$ cat config.mk
export PLATFORM = sky130hd
export DESIGN_NAME = opll_write_scheduler
export DESIGN_NICKNAME = d
export VERILOG_FILES = /design/src/rtl/opll_write_scheduler.sv
export SDC_FILE = /design/constraint.sdc
export NUM_CORES = 1
export LEC_CHECK = 0
export CORE_MARGIN = 4
export CORE_UTILIZATION = 46
export DETAILED_ROUTE_END_ITERATION = 8
export SLEW_MARGIN = 25
export SYNTH_ARGS = -nofsm -noshare
export SYNTH_HDL_FRONTEND = slang
export SYNTH_SLANG_ARGS = --single-unit
$ cat constraint.sdc
create_clock -name i_EMUCLK -period 5.2 [get_ports i_EMUCLK]
set_input_delay 0.52 -clock i_EMUCLK [delete_from_list [all_inputs] [get_ports i_EMUCLK]]
set_output_delay 0.52 -clock i_EMUCLK [all_outputs]
set_load 0.1 [all_outputs]
$ cat src/rtl/opll_write_scheduler.sv
// Host-to-OPLL write scheduler: queues {A0,D} writes and replays them as paced CS_n/WR_n strobes.
// First strobe on the first phiM enable after a push; pushes while full are dropped and flagged.
module opll_write_scheduler #(
   parameter int FIFO_AW    = 3,
   parameter int STROBE_LEN = 4,
   parameter int ADDR_WAIT  = 12,
   parameter int DATA_WAIT  = 84
) (
   input  logic               i_EMUCLK,
   input  logic               i_RST_n,
   input  logic               i_phiM_PCEN_n,
   input  logic               i_HOST_WR,
   input  logic               i_HOST_A0,
   input  logic [7:0]         i_HOST_D,
   output logic               o_HOST_FULL,
   output logic               o_HOST_BUSY,
   output logic               o_HOST_OVF,
   input  logic               i_OVF_CLR,
   output logic [FIFO_AW:0]   o_LEVEL,
   output logic               o_CS_n,
   output logic               o_WR_n,
   output logic               o_A0,
   output logic [7:0]         o_D
);

   localparam int DEPTH = 1 << FIFO_AW;
   localparam int CW    = FIFO_AW + 1;
   localparam int MAXW  = (ADDR_WAIT > DATA_WAIT) ? ADDR_WAIT : DATA_WAIT;
   localparam int SW    = $clog2(STROBE_LEN + 1);
   localparam int WW    = $clog2(MAXW + 1);

   typedef enum logic [1:0] {S_IDLE, S_STROBE, S_WAIT} state_t;

   logic [8:0]         mem [DEPTH];
   logic [FIFO_AW-1:0] wr_ptr, rd_ptr;
   logic [CW-1:0]      count;
   logic [8:0]         head;

   state_t             state, state_nx;
   logic [SW-1:0]      scnt, scnt_nx;
   logic [WW-1:0]      wcnt, wcnt_nx;
   logic               cs_nx, wr_nx, a0_nx;
   logic [7:0]         d_nx;
   logic               en, full, empty, push, pop;

   assign en    = ~i_phiM_PCEN_n;
   assign full  = (count == CW'(DEPTH));
   assign empty = (count == '0);
   assign push  = i_HOST_WR & ~full;
   assign head  = mem[rd_ptr];

   assign o_HOST_FULL = full;
   assign o_HOST_BUSY = ~empty | (state != S_IDLE);
   assign o_LEVEL     = count;

   always_ff @(posedge i_EMUCLK) begin
      if (push)
         mem[wr_ptr] <= {i_HOST_A0, i_HOST_D};
   end

   // FULL is taken from the pre-edge count, so a same-edge pop never admits the push.
   always_ff @(posedge i_EMUCLK or negedge i_RST_n) begin
      if (!i_RST_n) begin
         wr_ptr     <= '0;
         rd_ptr     <= '0;
         count      <= '0;
         o_HOST_OVF <= 1'b0;
      end else begin
         if (push)
            wr_ptr <= wr_ptr + FIFO_AW'(1);
         if (pop)
            rd_ptr <= rd_ptr + FIFO_AW'(1);
         count <= count + CW'(push) - CW'(pop);
         if (i_HOST_WR & full)
            o_HOST_OVF <= 1'b1;
         else if (i_OVF_CLR)
            o_HOST_OVF <= 1'b0;
      end
   end

   always_ff @(posedge i_EMUCLK or negedge i_RST_n) begin
      if (!i_RST_n) begin
         state  <= S_IDLE;
         scnt   <= '0;
         wcnt   <= '0;
         o_CS_n <= 1'b1;
         o_WR_n <= 1'b1;
         o_A0   <= 1'b0;
         o_D    <= 8'h00;
      end else begin
         state  <= state_nx;
         scnt   <= scnt_nx;
         wcnt   <= wcnt_nx;
         o_CS_n <= cs_nx;
         o_WR_n <= wr_nx;
         o_A0   <= a0_nx;
         o_D    <= d_nx;
      end
   end

   always_comb begin
      state_nx = state;
      scnt_nx  = scnt;
      wcnt_nx  = wcnt;
      cs_nx    = o_CS_n;
      wr_nx    = o_WR_n;
      a0_nx    = o_A0;
      d_nx     = o_D;
      pop      = 1'b0;
      if (en) begin
         case (state)
            S_IDLE: begin
               if (!empty)
                  pop = 1'b1;
            end
            S_STROBE: begin
               if (scnt == '0) begin
                  cs_nx    = 1'b1;
                  wr_nx    = 1'b1;
                  wcnt_nx  = o_A0 ? WW'(DATA_WAIT - 1) : WW'(ADDR_WAIT - 1);
                  state_nx = S_WAIT;
               end else begin
                  scnt_nx = scnt - SW'(1);
               end
            end
            S_WAIT: begin
               if (wcnt != '0)
                  wcnt_nx = wcnt - WW'(1);
               else if (!empty)
                  pop = 1'b1;
               else
                  state_nx = S_IDLE;
            end
            default: state_nx = S_IDLE;
         endcase
      end
      // A pop always starts a strobe; A0/D then hold until the next pop.
      if (pop) begin
         a0_nx    = head[8];
         d_nx     = head[7:0];
         cs_nx    = 1'b0;
         wr_nx    = 1'b0;
         scnt_nx  = SW'(STROBE_LEN - 1);
         state_nx = S_STROBE;
      end
   end

endmodule

Word level (Yosys, flattened, before mapping) --
Memories as Yosys holds them, arrays and structs flattened. A register that Yosys moved wholly into a read port is not among the register bits. Cells that the tools add are included.
Word-level totals: bits of input ports 14, word-level logic and storage cells 72, bits in writable memories 72, latch bits 0, memory bits (read-only) 0, flip-flop bits (word level) 24, memories kept 1, output and inout bits 18
Memory list:
- mem | words 8, width 9, read ports 1, clocked after Yosys merged registers in 1, write ports 1, RTL line 34 | logic [8:0] mem [DEPTH];
Operators by class: divide/modulo/power cells 0, reduce and logical (&&, ||, !) cells 14, equality and inequality tests 11, order comparisons 0, shift-type cells 0, muxes and demuxes 26, bitwise operators 6, add/sub/neg operators 6, $mul 0
Operators with widths (number):
- two-way mux 7 bit | 3
- case mux 7 bit (2 select lines) | 1
- two-way mux 3 bit | 4
- two-way mux 1 bit | 11
- two-way mux 2 bit | 5
- nonzero test 2 bit | 5
- != test 3 bit, second input constant | 3
- != test 2 bit, second input constant | 4
- nonzero test 7 bit | 1
- subtractor 7 x 1 -> 7 bit, second input constant | 1
- adder 3 x 1 -> 3 bit, second input constant | 2
- case mux 2 bit (3 select lines) | 1
- AND reduction 3 bit | 2
- AND reduction 5 bit | 1
- adder 4 x 1 -> 4 bit | 1
- == test 4 bit, second input constant | 1
- logical NOT 4 bit | 1
- AND reduction 4 bit | 1
- subtractor 4 x 1 -> 4 bit | 1
- logical NOT 3 bit | 1
- NOT 1 bit | 3
- subtractor 3 x 1 -> 3 bit, second input constant | 1
- AND 1 bit | 2
- == test 2 x 1 -> 1 bit, second input constant | 1
- other kinds (6) | 6

Longest topological paths before layout --
Gate-level depths: netlist of the first run.
word-level depth 7, gate-level depth with buffers 14, depth with buffers taken out 12

Least setup slack after synthesis of the first run --
OpenSTA, ideal clock, no wires.
kind reg2reg, start point register count[3], in the netlist o_LEVEL[3], end point register count[1], in the netlist o_LEVEL[1], path buffers 0, period minus slack after synthesis 5.115 ns, data arrival time 5.000 ns, library setup time 0.114 ns, setup slack 0.085 ns, stages on the path, launching flop included 11, required time 5.086 ns, cell sequence dfrtp_1 > ha_1 > nor3b_1 > nor2b_1 > inv_1 > ha_1 > inv_1 > ha_1 > inv_1 > fa_1 > inv_1
Between the ends: elaborated cells on any way between the ends 10, those cells by class 2 x add/sub; 1 x eq/ne; 4 x mux; 2 x bitwise; 1 x reduce/logical
RTL lines:
- from (decl) | RTL line 36 | logic [CW-1:0] count;
- from (signal assigned) | RTL line 73 | count <= count + CW'(push) - CW'(pop);
- == test 4 bit | RTL line 47 | assign full = (count == CW'(DEPTH));
- via o_HOST_FULL | RTL line 15 | output logic o_HOST_FULL,
- NOT 1 bit | RTL line 49 | assign push = i_HOST_WR & ~full;
- AND 1 bit | RTL line 49
- adder 4 x 1 -> 4 bit | RTL line 73
- subtractor 4 x 1 -> 4 bit | RTL line 73
The timed path passes the listed nets, and every way through them passes these cells. A chain may end at the register's enable or synchronous reset.

Worst setup path after layout of the first run --
start point register count[2], in the netlist o_LEVEL[2], end point output port o_HOST_FULL
Between the ends: word-level cells in the longest chain between the ends 1
RTL lines (RTL line):
- == test 4 bit | 47
- to (decl) | 15
Every way passes these cells.

==> out/metrics.cfg, run 1 <==
[status]
outcome = complete, no violations

[worst_setup_path]
timing.rr.start = wcnt[0]
cp_data_arrival_time_ps = 2550
reg2reg_depth = 12
startpoint_type = flip-flop
cp_max_fo = 3
r2r-end = o_LEVEL[1]
end_kind = output pin
timing_worst_setup_path_type = reg -> out
ff2ff_setup_slack_ps = 2310
required_ps = 4680

[cts]
clk_latency_ps = 360
cts_root_buf = clkbuf_8
clk_pin_slew_ps = 100
post_cts_buffers = 0
htree_levels = 3
cts_hold_buf = 0
cts_resized = 0
clockBufferDepth = 2
cts_tree = yes
numCtsBuffers = 9
clkSinkCount = 105

[layout]
area_delta_synth_final_pct = 14.4
drive_above_1_share_pct = 17.9
regArea_um2 = 2990
layout_commonest_cell = edfxtp_1
multiInputGateArea_um2 = 1410
fill_cells = 780
layout_common_cells = edfxtp_1, dfrtp_1, clkdlybuf4s50_1, inv_1, nand2_1
antenna_cells = 0
nNetsFinal = 342

[yosys]
syn-cell-area_um2 = 4550
synth_edf_count = 72
syn_nets = 305
ys_ff_latch = 105
ys_async_sr_fraction_pct = 31.4
synth_flop_cell = edfxtp_1
ys_seq_area_share_pct = 65.7
netlist_instances = 276
ys.warnings.count = 0
avgSynthCellArea_um2 = 16.5
yosysUniqueCellTypes = 43

[detailed_routing]
remaining_drc_errors = 0
drt_pass1_iterations = 4
vias_per_cell = 5.12
wl_met1_um = 3340
wl_met3_um = 185
wl_per_cell_um = 16.7
detail-route-antenna-nets = 0
top_layer = met4
drt-initial-drc-count = 93
finalWirelength_um = 7550
dr_wl_met2_um = 3920
vias = 2309

[timing]
rsz0062_at_grt = no
setup_slack_ps = 2130
timing.final.crit_share_pct = 59.1
fin_crit_ps = 3070
setup_viol = 0
tightest_slew_ps = 983
skew_ps = 11.5
fmax_ghz = 0.326
slew_headroom_pct = 34.2
hold_violations = 0
slew_violations = 0
fin_tns_setup_ps = 0

[job]
maxCapViolations = 0

[global_routing]
antenna_found_initial = 0
grt_pass1_vias = 2358
grt_overflow = 0
grt_max_degree = 34
grt_usage_pct = 14.2
grt_pass1_wl_um = 12300

[placement]
port_buffers = 31
gp_congestion = 0.849
hpwl_um = 4830
dpl_worst_slack_ps = 2350

[power_and_ir_drop]
irDropWorstVdd_mv = 0.256
cellLeakagePower_nw = 1.96
p_per_area_nw_per_um2 = 630

[floorplan]
start_util_pct = 47.0
fp.dieW_um = 107
core_um2 = 9680
dieArea_um2 = 11500
die_y_um = 107
ioPinCount = 32
rows = 36

[worst_hold_path]
hold_path.class = in -> async

[stage by stage]
| step | hold slack, ps | instances | util [%] | power, mW | area, um2 |
|---|---|---|---|---|---|
| finish | 221 | 451 | 53.7 | 3.28 | 5200 |
| global route | 275 | 451 | 53.7 | 3.46 | 5200 |
| CTS | 252 | 451 | 53.7 | 3.31 | 5200 |
| detailed placement | 505 | 435 | 51.3 | 2.74 | 4970 |
| global placement | 499 | 435 | 51.3 | 2.73 | 4970 |
| floorplan | 224 | 276 | - | 2.44 | 4550 |
[sequential cells by signal, summed over array words and instances (netlist names)]
| name | flops |
|---|---|
| mem | 72 |
| o_D | 8 |
| wcnt | 7 |
| o_LEVEL | 4 |
| rd_ptr | 3 |
| scnt | 3 |
| wr_ptr | 3 |
| state | 2 |
| o_A0 | 1 |
| o_HOST_OVF | 1 |
| o_WR_n | 1 |
[cell usage after synthesis (3+ instances only)]
master     n  area [um2]
buf_6      3        33.8
xnor2_1    5        43.8
o21ai_0    7        35.0
nor2b_1    4        25.0
mux2_2    12         135
mux2_4     9         135
inv_1     18        67.6
ha_1      14         175
nand2b_1   4        25.0
edfxtp_1  72        2160
mux4_1     9         236
nor2_1    16        60.1
mux4_2     9         203
a21oi_1    7        35.0
dfrtp_1   32         801
nand2_1   18        67.6
nor3_1     5        25.0
[critical path, stage by stage, from the launching register on]
cell and delay, ps:
dfrtp_1 380, inv_1 100, ha_1 160, nor3b_1 330, clkdlybuf4s50_1 1220
[layout make-up]
type	instances	area share (%)
clock buffers	9	2.38
well taps	133	3.20
multi-input cells	143	27.1
repair buffers	34	6.30
flip-flops and latches	105	57.5
clock inverters	7	2.04
inverters	20	1.49
[cells by family after synthesis]
group	after synthesis	share of synthesized area (%)
buffers and inverters	28	3.36
AO/OA/AOI/OAI	27	3.88
adder cells (fa/ha/maj)	15	4.29
flip-flops	105	65.7
XOR/XNOR	7	1.35
multiplexers	40	15.8
AND/OR/NAND/NOR	54	5.58
[worst max-delay path by stage]
stage | endpoint | from | slack [ps] | depth (start not counted)
after floorplan | o_LEVEL[1] | o_LEVEL[3] | 90 | 10
after global placement | o_LEVEL[2] | wcnt[0] | 2400 | 12
after detailed placement | o_LEVEL[2] | wcnt[0] | 2350 | 12
after CTS | o_HOST_FULL | o_LEVEL[2] | 2090 | 4
after global routing | o_HOST_BUSY | o_LEVEL[2] | 1980 | 5
final | o_HOST_FULL | o_LEVEL[2] | 2130 | 4
[routing by layer]
metal	vias up	track usage (%)
li1	1107	-
met1	1156	17.6
met2	33	25.0
met3	13	2.52
met4	0	4.96
met5	-	0
[power breakdown]
group,internal [mW],leakage [nW],switching (mW)
Clock,0.281,0.117,0.294
Combinational,0.556,0.795,0.887
Sequential,1.10,1.04,0.153
Total,1.94,1.96,1.33
Power figures use the tool's default switching activity.
==> inputs of run 2 (changes only) <==
==> constraint.sdc (replaced) <==
create_clock -name i_EMUCLK -period 3.2 [get_ports i_EMUCLK]
set_input_delay 0.32 -clock i_EMUCLK [delete_from_list [all_inputs] [get_ports i_EMUCLK]]
set_output_delay 0.32 -clock i_EMUCLK [all_outputs]
set_load 0.1 [all_outputs]
==> out/metrics.cfg, run 2 (synthesized netlist as in run 1, its figures left out) <==
[layout]
layout_commonest_cell = edfxtp_1
drive_above_1_share_pct = 22.2
largest_reg_flops = 72
top_register = mem
nNetsFinal = 349
fill_cells = 791
antenna_cells = 0
layout_common_cells = edfxtp_1, dfrtp_1, clkdlybuf4s50_1, inv_1, nand2_1
area_delta_synth_final_pct = 14.9
top_regs = mem (72), o_D (8), wcnt (7)

[timing]
timing.final.crit_share_pct = 84.9
holdWs_ps = 34.1
hold_violations = 0
skew_ps = 10.8
setup_viol = 0
slew_violations = 0
fin_tns_setup_ps = 0
fin_crit_ps = 2720
rsz0062_at_grt = no
fmax_ghz = 0.368
slew_headroom_pct = 34.5
tightest_slew_ps = 980

[cts]
post_cts_buffers = 0
cts_hold_buf = 0
cts_resized = 0
clockBufferDepth = 2
clkSinkCount = 105
clk_latency_ps = 360
cts_root_buf = clkbuf_8
numCtsBuffers = 9
cts_tree = yes
htree_levels = 3
clk_pin_slew_ps = 100

[worst_setup_path]
end_kind = flip-flop
slowest_delay_ps = 480
timing_worst_setup_path_type = reg -> reg
cp_max_fo = 5
cpMaxStageDelayCell = dfrtp_4
required_ps = 3450
crit_path_cell_trace = inv_1, ha_1, nor3b_1, nor2_1, o21ai_4, inv_4, ha_1, inv_1, ha_1, inv_1, fa_1, xnor2_1
startpoint_type = flip-flop
ff2ff_setup_slack_ps = 480
cp_data_arrival_time_ps = 2960

[power_and_ir_drop]
seqPwrFrac_pct = 39.6
p_switching_mw = 2.19
switching_share_pct = 41.9
internal-power_mw = 3.03
irDropWorstVdd_mv = 0.478
cellLeakagePower_nw = 1.99
pwr-share-clk_pct = 15.0
p_comb_share_pct = 45.5
p_per_area_nw_per_um2 = 999

[global_routing]
top_usage_layer = met2
grt_pass1_vias = 2389
grt_pass1_wl_um = 12600
antenna_found_initial = 0
grt_use_met3_pct = 3.66
grt_max_degree = 34
met2_usage_pct = 24.7
met1_usage_pct = 18.7
grt_usage_pct = 14.6
grt_overflow = 0

[floorplan]
start_util_pct = 47.0
fp.dieW_um = 107
ioPinCount = 32
dieArea_um2 = 11500
core_um2 = 9680
die_y_um = 107
rows = 36

[detailed_routing]
drt-initial-drc-count = 107
finalWirelength_um = 7630
vias = 2319
detail-route-antenna-nets = 0
wl_per_cell_um = 16.7
vias_per_cell = 5.06
drt_pass1_iterations = 4
remaining_drc_errors = 0

[worst_hold_path]
hold_path.class = in -> async

[status]
outcome = complete, no violations

[job]
maxCapViolations = 0

[placement]
port_buffers = 31
hpwl_um = 5070
gp_congestion = 0.843

-- run 2: changes by cell type in the layout (fill, tap and decap cells not counted), sizes merged --
cell           change
buf               +11
clkdlybuf4s50      -4
bufinv             -2
clkinv             +2
-- run 2: final cells by class --
type / instances / area [um2] / share of cell area, %
Sequential cell: 105 / 3000 / 57.4
Clock buffer: 9 / 124 / 2.37
Tap cell: 133 / 166 / 3.18
Timing Repair Buffer: 41 / 370 / 7.08
Inverter: 20 / 77.6 / 1.48
Multi-Input combinational cell: 143 / 1420 / 27.2
Clock inverter: 7 / 70.1 / 1.34
-- run 2: worst max-delay path: cells and delay by family (launching register included) --
kind | cells | cell delay, ps
compound gates | 1 | 150
xor+xnor | 1 | 130
fa+ha+maj | 4 | 920
buf+inv | 4 | 250
flops | 1 | 480
simple gates | 2 | 660
-- run 2: worst paths after layout --
| check | from | end | depth (start not counted) |
|---|---|---|---|
| max | o_LEVEL[2] | o_LEVEL[2] | 12 |
| min | i_RST_n | scnt[2] | 1 |
| max reg2reg | o_LEVEL[2] | o_LEVEL[2] | 12 |
| min reg2reg | scnt[1] | scnt[1] | 2 |
| max in group asynchronous | i_RST_n | o_LEVEL[2] | 1 |
| min in group i_EMUCLK | i_OVF_CLR | o_HOST_OVF | 2 |
-- run 2: metal layers --
| metal | share of wire [%] | routed length [um] |
|---|---|---|
| met5 | 0 | 0 |
| met4 | 1.2 | 91 |
| met3 | 3.1 | 236 |
| met2 | 52 | 3940 |
| met1 | 44 | 3360 |
-- run 2: through the flow --
stage	setup slack (ps)	power [mW]	std cells	area [um2]	util [%]
2_1_floorplan	64.6	3.99	276	4570	-
3_3_place_gp	621	4.48	442	5030	52.0
3_5_place_dp	482	4.50	442	5030	52.0
4_1_cts	446	5.30	458	5230	54.0
5_1_grt	296	5.55	458	5230	54.0
6_report	483	5.22	458	5230	54.0
-- run 2: power groups by stage --
stage          Clock (mW)  Combinational (mW)  Sequential (mW)
2_1_floorplan           0                1.32             2.66
3_3_place_gp            0                2.38             2.10
3_5_place_dp            0                2.39             2.11
4_1_cts             0.815                2.40             2.08
5_1_grt             0.880                2.55             2.12
6_report            0.782                2.37             2.07
